**src/rtl/reg_file.sv**
```systemverilog
// RV32I integer register file: 32 x XLEN flops, two combinational read ports,
// one synchronous write port; x0 is hardwired to zero.
module reg_file #(
  parameter int XLEN  = 32,
  parameter int NREGS = 32,
  localparam int AW   = $clog2(NREGS)
) (
  input  logic            clk,
  input  logic            reset,
  input  logic            we3,
  input  logic [AW-1:0]   a1,
  input  logic [AW-1:0]   a2,
  input  logic [AW-1:0]   a3,
  input  logic [XLEN-1:0] wd3,
  output logic [XLEN-1:0] rd1,
  output logic [XLEN-1:0] rd2
);

  logic [XLEN-1:0] regs_q [NREGS];
  logic [XLEN-1:0] regs_d [NREGS];

  // Writes to x0 are dropped here so entry 0 stays at its reset value.
  always_comb begin
    regs_d = regs_q;
    if (we3 && (a3 != '0)) begin
      regs_d[a3] = wd3;
    end
  end

  // Reset wins over a same-edge write.
  always_ff @(posedge clk) begin
    if (reset) begin
      for (int i = 0; i < NREGS; i++) begin
        regs_q[i] <= '0;
      end
    end else begin
      regs_q <= regs_d;
    end
  end

  // Read ports see only committed state: no write-through bypass.
  assign rd1 = (a1 == '0) ? '0 : regs_q[a1];
  assign rd2 = (a2 == '0) ? '0 : regs_q[a2];

endmodule

```
**config.mk**
```make
export PLATFORM = sky130hd
export DESIGN_NAME = reg_file
export DESIGN_NICKNAME = d
export VERILOG_FILES = /design/src/rtl/reg_file.sv
export SDC_FILE = /design/constraint.sdc
export NUM_CORES = 2
export LEC_CHECK = 0
export BUFFER_PORTS_ARGS = -buffer_cell sky130_fd_sc_hd__buf_2
export CAP_MARGIN = 10
export CORE_ASPECT_RATIO = 1.25
export CORE_MARGIN = 8
export CORE_UTILIZATION = 55
export CTS_CLUSTER_DIAMETER = 200
export CTS_CLUSTER_SIZE = 28
export DETAILED_ROUTE_END_ITERATION = 6
export HOLD_SLACK_MARGIN = 0.12
export PLACE_DENSITY = 0.69
export SYNTH_ARGS = -nofsm -noshare
export SYNTH_HDL_FRONTEND = slang
export SYNTH_SLANG_ARGS = --single-unit
```
**constraint.sdc**
```tcl
create_clock -name clk -period 5.25 [get_ports clk]
set_clock_uncertainty 0.2 [all_clocks]
set_input_delay 0.7875 -clock clk [delete_from_list [all_inputs] [get_ports clk]]
set_output_delay 0.7875 -clock clk [all_outputs]
set_load 0.02 [all_outputs]
```
==> run summary <==
The run finished, with violations left. The final reports fail on DRC. The number of distinct library cells after synthesis is 45. The pre-CTS setup slack was 0.769 ns; the final global-route overflow total was 0.

The count of flip-flops with a built-in enable after synthesis is 0. STA puts the critical path data required time at 4.26 ns. The number of nets handed over by synthesis was 6034.

The detailed router's first-iteration violation count is 8158. The mapped netlist covers 52100 µm². After synthesis the netlist holds a flip-flop and latch count of 1024. TritonCTS built the clock tree. The CTS root buffer is sky130_fd_sc_hd__clkbuf_16. The Yosys step of the flow raised 0 warnings. The post-synthesis compound-gate area fraction was 0.152.

Net switching share of the total power: 0.276. Maximum fanout along the worst path: 21. The setup check on the worst reg-to-reg path leaves a slack of 4.31 ns.

The logs give 0.394 for the post-synthesis sequential area ratio and 114 for the I/O pin count. Across the VDD grid, the largest voltage drop is 261 µV. The analysis attributes to net switching a power of 3740 µW. Clock-pin slew was measured on the worst setup and hold paths at 0.11 ns. Leaving out fill and tap cells, the most frequent cell in the layout is sky130_fd_sc_hd__nand2_1. The xor and xnor area share after synthesis is 0.

The portion of netlist area occupied by mux cells was 0.226. In this run the tool buffered the top-level ports with 113 buffer cells. For the deepest level of the CTS H-tree, the log shows 2.

The power share of the sequential group was 0.579. STA classifies the critical path startpoint as an input port. The insertion delay to the later sink of the worst-skew pair was 0.67 ns; the number of flip-flops under the largest register name was 1024. The initial antenna violation count came out at 12. After synthesis, the cell types taking the most area are sky130_fd_sc_hd__dfxtp_1 39%, sky130_fd_sc_hd__mux4_2 15%, sky130_fd_sc_hd__nand2_1 15%.

The largest registers in the layout are regs_q: 1024 flops. The run gives 0.432 ns as the slack of the critical path. The overall power consumption was 13600 µW; the number of CTS-inserted buffers was 42.

The largest net degree at the start of global routing is 131. The hold violation total from the final report was 0; the number of global-route vias before repair was 45024. The share of cells above drive strength 1 works out to 0.146. The worst setup path is of the in -> out kind. Summed over all layers, the routed wires come to 210000 µm. Setup violations remaining at the end of the flow were counted as 0. The most used flip-flop cell after synthesis is sky130_fd_sc_hd__dfxtp_1. Setup repair after global routing left no endpoint under its margin.

In this run, post-CTS hold repair placed 0 buffers. The logs give 0 for the total count of max-transition violations in the final report and 0.304 for the power share of the clock group. The min-delay analysis places its worst path in the category reg -> reg. Leakage power of the design: 0.0178 µW. Ranked by flip-flop count, first place goes to regs_q. The area of the die was 105000 µm²; the net total in the final layout was 5750. The synthesized design spends more area on one cell type than any other, namely sky130_fd_sc_hd__dfxtp_1. After clock tree synthesis, the setup repair step added 0 buffers. By area, the combinational part of the netlist is dominated by multiplexers. The iteration count of the initial detailed-routing pass is 7, and the count of maximum capacitance violations is 0. The die extent in x is 291 µm, and the area growth from synthesis to final layout is 4.54%. The starting density of the core is 0.553.

The run gives 54400 µm² as the final standard cell area without fillers. The region available for standard cell placement spans 94100 µm². After clock tree synthesis, the repair step resized 0 gates. The total via count after detailed routing is 48078, and the adder-cell share of the synthesized area is 0. The synthesized area per cell was 8.70 µm²; the fmax was 208 MHz. The final critical-path required period was 4.82 ns; the number of sinks handled by clock tree synthesis was 1024.

The vias per cell works out to 6.94. The post-detailed-route count of antenna-violating nets was 0; the data arrival time of the critical path was 3.83 ns. The run gives 0.0991 as the relative slew slack. After technology mapping, the gate count stands at 5984. The post-detailed-placement cell area was 53200 µm²; the power per cell area was 249 nW/µm². Fill cells in the final layout number 8283.

The type of element capturing the critical path was an output pin. Vertical die dimension: 360 µm. The slew at the pin closest to its max-slew limit works out to 1.35 ns. The logic gate share of total power is 0.116. Maximum count of clock buffers along a single path: 3. The internal power of the cells totals 9830 µW.

The placement row count is 126, and the wire length of the first global-routing pass is 302000 µm. The half-perimeter wire length after detailed placement came out at 131000 µm. The top cell types in the final layout, fill and taps aside, are 2003 x sky130_fd_sc_hd__nand2_1, 1032 x sky130_fd_sc_hd__a21oi_1, 1024 x sky130_fd_sc_hd__dfxtp_1, 357 x sky130_fd_sc_hd__mux4_2, 328 x sky130_fd_sc_hd__mux2i_1. The final estimated routing congestion in global placement is 0.970. Simple-gate share of the synthesized area: 0.171. The async set-or-reset flop fraction in the synthesized netlist is 0, and the final worst-path cycle share is 0.918. The routed wirelength normalized by instance count was 30.3 µm. The remaining routing DRC violations is 19. The global router's overall resource usage was 0.381; the top-area cell type share of the netlist area was 0.394. Summed over all failing endpoints, the final setup total negative slack is 0 ns.
cells in the mapped netlist, types with 22 or more instances:
cell type	number
sky130_fd_sc_hd__buf_6	36
sky130_fd_sc_hd__dfxtp_1	1024
sky130_fd_sc_hd__clkbuf_1	424
sky130_fd_sc_hd__mux2i_1	328
sky130_fd_sc_hd__o22ai_1	45
sky130_fd_sc_hd__nand2_1	2029
sky130_fd_sc_hd__nor3_1	42
sky130_fd_sc_hd__o221ai_1	26
sky130_fd_sc_hd__mux2_2	26
sky130_fd_sc_hd__buf_2	84
sky130_fd_sc_hd__a22o_1	55
sky130_fd_sc_hd__a211oi_1	58
sky130_fd_sc_hd__buf_1	45
sky130_fd_sc_hd__nor2b_1	74
sky130_fd_sc_hd__a21oi_1	1032
sky130_fd_sc_hd__a2111oi_2	22
sky130_fd_sc_hd__buf_4	32
sky130_fd_sc_hd__nor2_1	22
sky130_fd_sc_hd__a22oi_1	100
sky130_fd_sc_hd__mux4_2	357
final timing paths:
check | to | cells past startpoint | from
max | rd1[18] | 9 | a1[3]
min reg2reg | regs_q[250] | 2 | regs_q[250]
min | regs_q[250] | 2 | regs_q[250]
max reg2reg | regs_q[139] | 2 | regs_q[139]
power by group through the flow:
stage | clock (µW) | sequential, µW | combinational [µW]
2_1_floorplan | 0 | 8020 | 988
3_3_place_gp | 0 | 8040 | 1500
3_5_place_dp | 0 | 8040 | 1510
4_1_cts | 4100 | 7860 | 1520
5_1_grt | 4360 | 7870 | 1610
6_report | 4130 | 7860 | 1580
routing by layer:
layer | vias up | GRT usage | share of wire
met1 | 22953 | 0.470 | 0.35
met3 | 1045 | 0.108 | 0.13
met2 | 3828 | 0.570 | 0.43
li1 | 20246 | - | -
met5 | - | 0 | 0.00019
met4 | 6 | 0.278 | 0.087
kinds of logic (layout without fill, tap and decap cells):
| kind of cell | after synthesis | after routing |
|---|---|---|
| flops | 1024 | 1024 |
| simple gates | 2242 | 2242 |
| mux | 717 | 717 |
| other cells | 0 | 10 |
| compound gates | 1371 | 1371 |
| buf+inv | 630 | 348 |
metrics by stage:
stage	cells	util	hold slack, ns
finish	6928	0.578	0.273
global route	6922	0.578	0.292
CTS	6916	0.578	0.273
detailed placement	6870	0.566	0.258
global placement	6870	0.566	0.251
floorplan	5984	-	0.241
worst max-delay path: stages:
cell and delay (ns):
sky130_fd_sc_hd__buf_2 0.38, sky130_fd_sc_hd__buf_4 0.34, sky130_fd_sc_hd__or3b_2 0.17, sky130_fd_sc_hd__buf_4 0.49, sky130_fd_sc_hd__o22ai_1 0.24, sky130_fd_sc_hd__a2111oi_0 0.90
sky130_fd_sc_hd__a311oi_1 0.11, sky130_fd_sc_hd__buf_4 0.22, sky130_fd_sc_hd__buf_2 0.16
area by class of cell:
class                      count  area, µm²  area share
multi-input combinational   4330      28900       0.531
sequential                  1024      20500       0.377
timing repair buffer         301       2330      0.0429
tap                         1216       1520      0.0280
clock buffer                  45       1130      0.0207
antenna                       10       25.0    0.000460
clock inverter                 1       16.3    0.000299
inverter                       1       3.75   0.0000690
Power figures use the tool's default switching activity.
